$ cat src/rtl/float_accumulator_if.sv
// Stream interface of float_accumulator: fp32 element input and vector-sum result output.
// master drives elements and takes results; slave is the accumulator.
interface float_accumulator_if #(
    parameter int CNT_W = 16
);
    logic             in_valid;
    logic             in_ready;
    logic [31:0]      in_data;
    logic             in_last;
    logic             out_valid;
    logic             out_ready;
    logic [31:0]      out_data;
    logic [CNT_W-1:0] out_count;

    modport master (
        output in_valid, in_data, in_last, out_ready,
        input  in_ready, out_valid, out_data, out_count
    );

    modport slave (
        input  in_valid, in_data, in_last, out_ready,
        output in_ready, out_valid, out_data, out_count
    );
endinterface

$ cat src/rtl/float_accumulator.sv
// fp32 dot-product reduction stage: one element every 5 cycles through ALIGN/ADD/NORM/ROUND.
// Optional macro FACC_ROUND_NEAREST_EN selects round-to-nearest-even (default: round-toward-zero).
module float_accumulator #(
    parameter int CNT_W = 16
) (
    input logic                 clk,
    input logic                 rst,
    float_accumulator_if.slave  bus
);

    localparam logic [31:0] QNAN = 32'h7FC0_0000;

    typedef enum logic [2:0] {
        S_IDLE,
        S_ALIGN,
        S_ADD,
        S_NORM,
        S_ROUND,
        S_DONE
    } state_t;

    state_t             state_q, state_d;
    logic [31:0]        acc_q, acc_d;
    logic [CNT_W-1:0]   count_q, count_d;
    logic [31:0]        op_q, op_d;
    logic               last_q, last_d;
    logic               spec_q, spec_d;
    logic [31:0]        spec_val_q, spec_val_d;
    logic               sign_q, sign_d;
    logic signed [9:0]  exp_q, exp_d;
    logic [26:0]        big_q, big_d;
    logic [26:0]        small_q, small_d;
    logic               sub_q, sub_d;
    logic [27:0]        sum_q, sum_d;

    function automatic logic [4:0] lzc27(input logic [26:0] v);
        logic found;
        lzc27 = 5'd0;
        found = 1'b0;
        for (int i = 26; i >= 0; i--) begin
            if (!found) begin
                if (v[i]) found = 1'b1;
                else      lzc27 = lzc27 + 5'd1;
            end
        end
    endfunction

    // Unpack and align: acc_q against the latched operand op_q
    logic        a_zero, a_inf, a_nan, b_zero, b_inf, b_nan, a_big, small_zero;
    logic [30:0] key_a, key_b;
    logic [7:0]  big_exp, small_exp, exp_diff;
    logic [22:0] big_frac, small_frac;
    logic [26:0] small_ext, small_shift, small_lost, al_small;
    logic        al_spec;
    logic [31:0] al_spec_val;

    // NOTE: every signal written in an always_comb gets a default first so no latch is inferred.
    always_comb begin
        a_zero      = (acc_q[30:23] == 8'h00);
        a_inf       = (acc_q[30:23] == 8'hFF) && (acc_q[22:0] == 23'd0);
        a_nan       = (acc_q[30:23] == 8'hFF) && (acc_q[22:0] != 23'd0);
        b_zero      = (op_q[30:23] == 8'h00);
        b_inf       = (op_q[30:23] == 8'hFF) && (op_q[22:0] == 23'd0);
        b_nan       = (op_q[30:23] == 8'hFF) && (op_q[22:0] != 23'd0);
        key_a       = a_zero ? 31'd0 : acc_q[30:0];
        key_b       = b_zero ? 31'd0 : op_q[30:0];
        a_big       = (key_a >= key_b);
        big_exp     = a_big ? acc_q[30:23] : op_q[30:23];
        big_frac    = a_big ? acc_q[22:0]  : op_q[22:0];
        small_exp   = a_big ? op_q[30:23]  : acc_q[30:23];
        small_frac  = a_big ? op_q[22:0]   : acc_q[22:0];
        small_zero  = a_big ? b_zero : a_zero;
        exp_diff    = big_exp - small_exp;
        small_ext   = small_zero ? 27'd0 : {1'b1, small_frac, 3'b000};
        small_shift = '0;
        small_lost  = '0;
        if (exp_diff >= 8'd26) begin
            al_small = {26'd0, |small_ext};
        end else begin
            small_shift = small_ext >> exp_diff[4:0];
            small_lost  = small_ext & ((27'd1 << exp_diff[4:0]) - 27'd1);
            al_small    = {small_shift[26:1], small_shift[0] | (|small_lost)};
        end

        al_spec     = 1'b1;
        al_spec_val = 32'd0;
        if (a_nan || b_nan)        al_spec_val = QNAN;
        else if (a_inf && b_inf)   al_spec_val = (acc_q[31] != op_q[31]) ? QNAN : acc_q;
        else if (a_inf)            al_spec_val = acc_q;
        else if (b_inf)            al_spec_val = op_q;
        else if (a_zero && b_zero) al_spec_val = {acc_q[31] & op_q[31], 31'd0};
        else                       al_spec     = 1'b0;
    end

    // Normalisation and rounding helpers
    logic [4:0]        norm_lz;
    logic signed [9:0] norm_exp;
    logic              rnd_inc;
    logic [24:0]       rnd_sum;
    logic signed [9:0] rnd_exp;
    logic [22:0]       rnd_frac;
    logic [31:0]       rnd_result;

    always_comb begin
        norm_lz  = lzc27(sum_q[26:0]);
        norm_exp = exp_q - signed'({5'd0, norm_lz});
`ifdef FACC_ROUND_NEAREST_EN
        rnd_inc  = big_q[2] & (big_q[1] | big_q[0] | big_q[3]);
`else
        rnd_inc  = 1'b0;
`endif
        rnd_sum  = {1'b0, big_q[26:3]} + {24'd0, rnd_inc};
        rnd_exp  = rnd_sum[24] ? exp_q + 10'sd1 : exp_q;
        rnd_frac = rnd_sum[24] ? rnd_sum[23:1] : rnd_sum[22:0];
        if (spec_q) begin
            rnd_result = spec_val_q;
        end else if (rnd_exp >= 10'sd255) begin
`ifdef FACC_ROUND_NEAREST_EN
            rnd_result = {sign_q, 31'h7F80_0000};
`else
            rnd_result = {sign_q, 31'h7F7F_FFFF};
`endif
        end else begin
            rnd_result = {sign_q, rnd_exp[7:0], rnd_frac};
        end
    end

    always_comb begin
        state_d       = state_q;
        acc_d         = acc_q;
        count_d       = count_q;
        op_d          = op_q;
        last_d        = last_q;
        spec_d        = spec_q;
        spec_val_d    = spec_val_q;
        sign_d        = sign_q;
        exp_d         = exp_q;
        big_d         = big_q;
        small_d       = small_q;
        sub_d         = sub_q;
        sum_d         = sum_q;
        bus.in_ready  = 1'b0;
        bus.out_valid = 1'b0;
        bus.out_data  = 32'd0;
        bus.out_count = '0;

        case (state_q)
            S_IDLE: begin
                bus.in_ready = 1'b1;
                if (bus.in_valid) begin
                    op_d   = bus.in_data;
                    last_d = bus.in_last;
                    if (count_q != {CNT_W{1'b1}}) count_d = count_q + {{(CNT_W-1){1'b0}}, 1'b1};
                    state_d = S_ALIGN;
                end
            end
            S_ALIGN: begin
                spec_d     = al_spec;
                spec_val_d = al_spec_val;
                sign_d     = a_big ? acc_q[31] : op_q[31];
                exp_d      = signed'({2'b00, big_exp});
                big_d      = {1'b1, big_frac, 3'b000};
                small_d    = al_small;
                sub_d      = acc_q[31] ^ op_q[31];
                state_d    = S_ADD;
            end
            S_ADD: begin
                sum_d   = sub_q ? {1'b0, big_q} - {1'b0, small_q} : {1'b0, big_q} + {1'b0, small_q};
                state_d = S_NORM;
            end
            S_NORM: begin
                // big_q is reused to carry the normalised mantissa with G/R/S into ROUND
                if (!spec_q) begin
                    if (sum_q == 28'd0) begin
                        spec_d     = 1'b1;
                        spec_val_d = 32'd0;
                    end else if (sum_q[27]) begin
                        big_d = {sum_q[27:2], sum_q[1] | sum_q[0]};
                        exp_d = exp_q + 10'sd1;
                    end else if (norm_exp <= 10'sd0) begin
                        spec_d     = 1'b1;
                        spec_val_d = {sign_q, 31'd0};
                    end else begin
                        big_d = sum_q[26:0] << norm_lz;
                        exp_d = norm_exp;
                    end
                end
                state_d = S_ROUND;
            end
            S_ROUND: begin
                acc_d   = rnd_result;
                state_d = last_q ? S_DONE : S_IDLE;
            end
            S_DONE: begin
                bus.out_valid = 1'b1;
                bus.out_data  = acc_q;
                bus.out_count = count_q;
                if (bus.out_ready) begin
                    acc_d   = 32'd0;
                    count_d = '0;
                    state_d = S_IDLE;
                end
            end
            default: state_d = S_IDLE;
        endcase
    end

    // NOTE: sequential state uses non-blocking assignments; every register is reset so a
    // reset mid-add leaves no partial sum behind.
    always_ff @(posedge clk or posedge rst) begin
        if (rst) begin
            state_q    <= S_IDLE;
            acc_q      <= 32'd0;
            count_q    <= '0;
            op_q       <= 32'd0;
            last_q     <= 1'b0;
            spec_q     <= 1'b0;
            spec_val_q <= 32'd0;
            sign_q     <= 1'b0;
            exp_q      <= '0;
            big_q      <= '0;
            small_q    <= '0;
            sub_q      <= 1'b0;
            sum_q      <= '0;
        end else begin
            state_q    <= state_d;
            acc_q      <= acc_d;
            count_q    <= count_d;
            op_q       <= op_d;
            last_q     <= last_d;
            spec_q     <= spec_d;
            spec_val_q <= spec_val_d;
            sign_q     <= sign_d;
            exp_q      <= exp_d;
            big_q      <= big_d;
            small_q    <= small_d;
            sub_q      <= sub_d;
            sum_q      <= sum_d;
        end
    end

endmodule
$ cat src/flat_wrapper.sv
// flat-port wrapper written by rule: the top's interface ports become plain ports
module float_accumulator_flat 
#(
    parameter int CNT_W = 16
)
  (clk, rst, bus_in_valid, bus_in_data, bus_in_last, bus_out_ready, bus_in_ready, bus_out_valid, bus_out_data, bus_out_count);
  float_accumulator_if #(.CNT_W(CNT_W)) bus_i ();
  input logic clk;
  input logic rst;
  input wire logic [$bits(bus_i.in_valid)-1:0] bus_in_valid;
  input wire logic [$bits(bus_i.in_data)-1:0] bus_in_data;
  input wire logic [$bits(bus_i.in_last)-1:0] bus_in_last;
  input wire logic [$bits(bus_i.out_ready)-1:0] bus_out_ready;
  output wire logic [$bits(bus_i.in_ready)-1:0] bus_in_ready;
  output wire logic [$bits(bus_i.out_valid)-1:0] bus_out_valid;
  output wire logic [$bits(bus_i.out_data)-1:0] bus_out_data;
  output wire logic [$bits(bus_i.out_count)-1:0] bus_out_count;
  assign bus_i.in_valid = bus_in_valid;
  assign bus_i.in_data = bus_in_data;
  assign bus_i.in_last = bus_in_last;
  assign bus_i.out_ready = bus_out_ready;
  assign bus_in_ready = bus_i.in_ready;
  assign bus_out_valid = bus_i.out_valid;
  assign bus_out_data = bus_i.out_data;
  assign bus_out_count = bus_i.out_count;
  float_accumulator #(.CNT_W(CNT_W)) u_core (.clk(clk), .rst(rst), .bus(bus_i));
endmodule
$ cat config.mk
export PLATFORM = sky130hd
export DESIGN_NAME = float_accumulator_flat
export DESIGN_NICKNAME = d
export VERILOG_FILES = /design/src/rtl/float_accumulator_if.sv /design/src/rtl/float_accumulator.sv /design/src/flat_wrapper.sv
export SDC_FILE = /design/constraint.sdc
export NUM_CORES = 1
export LEC_CHECK = 0
export ABC_CLOCK_PERIOD_IN_PS = 56500
export BUFFER_PORTS_ARGS = -buffer_cell sky130_fd_sc_hd__buf_2
export CAP_MARGIN = 5
export CELL_PAD_IN_SITES_DETAIL_PLACEMENT = 1
export CELL_PAD_IN_SITES_GLOBAL_PLACEMENT = 2
export CORE_MARGIN = 10
export CORE_UTILIZATION = 35
export CTS_CLUSTER_DIAMETER = 120
export DETAILED_ROUTE_END_ITERATION = 6
export PLACE_DENSITY_LB_ADDON = 0.1
export SLEW_MARGIN = 5
export SYNTH_ARGS = -nofsm -noshare
export SYNTH_HDL_FRONTEND = slang
export SYNTH_SLANG_ARGS = --single-unit
$ cat constraint.sdc
create_clock -name clk -period 56.5 [get_ports clk]
set_clock_uncertainty 0.2 [all_clocks]
set_input_delay 2.825 -clock clk [delete_from_list [all_inputs] [get_ports clk]]
set_output_delay 2.825 -clock clk [all_outputs]
set_load 0.1 [all_outputs]
==> run_results.csv <==
group,metric,value,unit
synthesis,synth_edf_count,0,
critical_path,cp_max_fo,53,
critical_path,path_class,"reg -> reg",
critical_path,reg2regPathDepth,106,
sta,max_freq,0.0459,GHz
synthesis,yosysWarnings,0,
clocking,numCtsBuffers,26,
synthesis,yosysSeqAreaShare,26.2,%
drt,ant_nets,0,
global_route,overflow,0,
die,num_rows,87,
drt,wl_met3,2780,um
clocking,cts_hold_buf,0,
clocking,path_clk_slew,0.06,ns
clocking,htreeDepth,1,
job,maxCapViolations,0,
sta,rsz0062_at_grt,"false",
synthesis,synth.most_common_cell,"nand2_1",
die,core,56700,um^2
critical_path,crit_path_end,"u_core.big_q[12]$_DFFE_PP0P_",
sta,tightest_slew,1.13,ns
critical_path,cp-start-kind,"flip-flop",
layout,final_layout_size_suffix_gt1_share,10.5,%
synthesis,avgSynthCellArea,7.76,um^2
sta,finalCritPeriodShare,38.6,%
sta,relSlewSlack,24.5,%
clocking,post_cts_buffers,0,
run_status,outcome,"complete, no violations",
critical_path,arrival,22.01,ns
sta,hold_viol,0,
critical_path,r2r-end,"u_core.big_q[12]$_DFFE_PP0P_",
sta,drv_slew,0,
global_route,grt_use_total,22.7,%
critical_path,reg2reg_from,"u_core.sum_q[26]$_DFFE_PP0P_",
clocking,cts.path.max_buffers,3,
drt,via_count,19700,
clocking,clock_latency,0.55,ns
place,gp_congestion,0.951,
die,start_util,35.5,%
layout,design_area,22000,um^2
critical_path,crit_start,"u_core.sum_q[26]$_DFFE_PP0P_",
synthesis,synth_cell_type_count,89,
critical_path,cpMaxStageDelayCell,"buf_4",
synthesis,synth_flop_cell,"dfrtp_1",
synthesis,ys_ff_latch,211,
critical_path,max_stage_delay,0.53,ns
place,dp_cells,3282,
layout,utilization,38.7,%
synthesis,synthTopCellsByArea,"dfrtp_1, nand2_1, ha_1",
drt,viasPerCell,5.93,
critical_path,cp.required,56.72,ns
synthesis,syn_nets,2729,
drt,drc,0,
synthesis,syn-cell-area,20100,um^2
global_route,grt_pass1_vias,20200,
critical_path,r2r_slack,34.71,ns
place,portBuffers,86,
layout,instances_no_fill,3328,
synthesis,ys_top_cells_by_count,"nand2_1, dfrtp_1, nor2_1, o21ai_0, clkbuf_1",
global_route,grt_pass1_wl,122000,um
place,placedInstanceArea,21100,um^2
clocking,cts_tree,"yes",
synthesis,synthArstFlopShare,100,%
synthesis,yosysTopAreaCellShare,26.2,%
drt,avgRoutedWirePerCell,23.6,um
global_route,grt_antenna_before_repair,0,
layout,syn2layout_area_growth,9.04,%
global_route,grt_max_degree,90,
hold_path,min_path_type,"reg -> reg",
drt,drt_iter0_drc,1377,
sta,tns,0,ns
sta,finalSetupViolCount,0,
drt,routed.top_layer,"met4",
critical_path,end_kind,"flip-flop",
place,dpl.hpwl,60100,um
synthesis,synth_top_cell_by_area,"dfrtp_1",
clocking,cts_sinks,211,
drt,wl_met1,36100,um
drt,drtPass1Iterations,5,
clocking,cts-root-buf,"clkbuf_16",
layout,fin_nets,2687,
die,fp.dieH,260,um
die,dieArea,67500,um^2
drt,wl_met2,37200,um
drt,wl,78700,um
sta,final.min_clock_period,21.79,ns
critical_path,cp_common_cell,"ha_1",
die,chipWidth,260,um
clocking,cts_resized,0,
die,ioPinCount,87,
layout,antennaDiodeCount,0,
synthesis,synth_cells,2596,
layout,fillers,6888,
[worst min-delay path by stage]
stage | startpoint | endpoint | slack, ns | depth (start not counted)
final | u_core.spec_val_q[23]$_DFFE_PP0P_ | u_core.spec_val_q[23]$_DFFE_PP0P_ | 0.28 | 1
after global routing | u_core.spec_val_q[30]$_DFFE_PP0P_ | u_core.spec_val_q[30]$_DFFE_PP0P_ | 0.30 | 1
after CTS | u_core.spec_val_q[23]$_DFFE_PP0P_ | u_core.spec_val_q[23]$_DFFE_PP0P_ | 0.28 | 1
after detailed placement | u_core.spec_val_q[23]$_DFFE_PP0P_ | u_core.spec_val_q[23]$_DFFE_PP0P_ | 0.27 | 1
after global placement | u_core.spec_val_q[22]$_DFFE_PP0P_ | u_core.spec_val_q[22]$_DFFE_PP0P_ | 0.26 | 2
after floorplan | u_core.spec_val_q[22]$_DFFE_PP0P_ | u_core.spec_val_q[22]$_DFFE_PP0P_ | 0.25 | 2
[registers in the layout, summed over array words and instances, names as in the netlist, 3 cells and up]
register / cells
u_core.acc_q: 32
u_core.big_q: 27
u_core.count_q: 16
u_core.exp_q: 10
u_core.op_q: 32
u_core.small_q: 27
u_core.spec_val_q: 32
u_core.state_q: 3
u_core.sum_q: 28
[cell usage in the layout (no fill, tap or decap), types with 24 or more instances in the layout]
master     count
buf_4         32
a31oi_1       38
nand2_1      367
o21ai_0      187
mux2_2        51
nor3_1        74
nand3_1       92
nor2b_1       26
a21oi_1      133
nor2_1       200
and3_1        24
o211ai_1      30
mux2i_1      109
and2_1       105
nor4_1        34
inv_1         83
nand2b_1      27
xnor2_1       77
dfrtp_1      211
a21o_1        32
clkbuf_16     27
nand4_1       41
ha_1          94
buf_2         86
xor2_1        31
o221ai_1      41
[metrics by stage]
stage               setup slack (ns)  hold slack, ns
finish                         34.71           0.282
global route                   32.85           0.296
CTS                            34.69           0.280
detailed placement             34.79           0.266
global placement               35.96           0.260
floorplan                      37.58           0.249
[area by class of cell]
cell class | instances | area [um^2] | area share (%)
well taps | 756 | 946 | 4.31
repair buffers | 118 | 671 | 3.05
multi-input cells | 2112 | 13900 | 63.2
inverters | 85 | 327 | 1.49
clock inverters | 13 | 131 | 0.598
clock buffers | 33 | 728 | 3.32
flip-flops and latches | 211 | 5280 | 24.0
[metal layers]
metal | global-route usage, % | vias to the layer above
met5 | 0 | -
met4 | 7.52 | 0
met3 | 2.44 | 116
met2 | 38.2 | 386
met1 | 29.9 | 9964
li1 | - | 9269
[worst max-delay path: cells and delay by family, from the launching register on]
family | cells | cell delay, ns
buffers and inverters | 5 | 1.24
multiplexers | 10 | 1.66
adder cells (fa/ha/maj) | 26 | 7.88
XOR/XNOR | 4 | 0.61
AO/OA/AOI/OAI | 30 | 5.83
AND/OR/NAND/NOR | 31 | 3.76
flip-flops | 1 | 0.49
[kinds of logic after synthesis]
| group | after synthesis | synth area share, % |
|---|---|---|
| adders and majority gates | 98 | 6.14 |
| buffers and inverters | 273 | 5.26 |
| and+or+nand+nor | 1072 | 25.7 |
| AOI/OAI and AO/OA | 642 | 20.6 |
| xor gates and xnor gates | 128 | 6.44 |
| muxes | 172 | 9.61 |
| DFF | 211 | 26.2 |
Power is not shown: default switching activity piles up to over one toggle a cycle in this logic, so the estimate is an artifact.
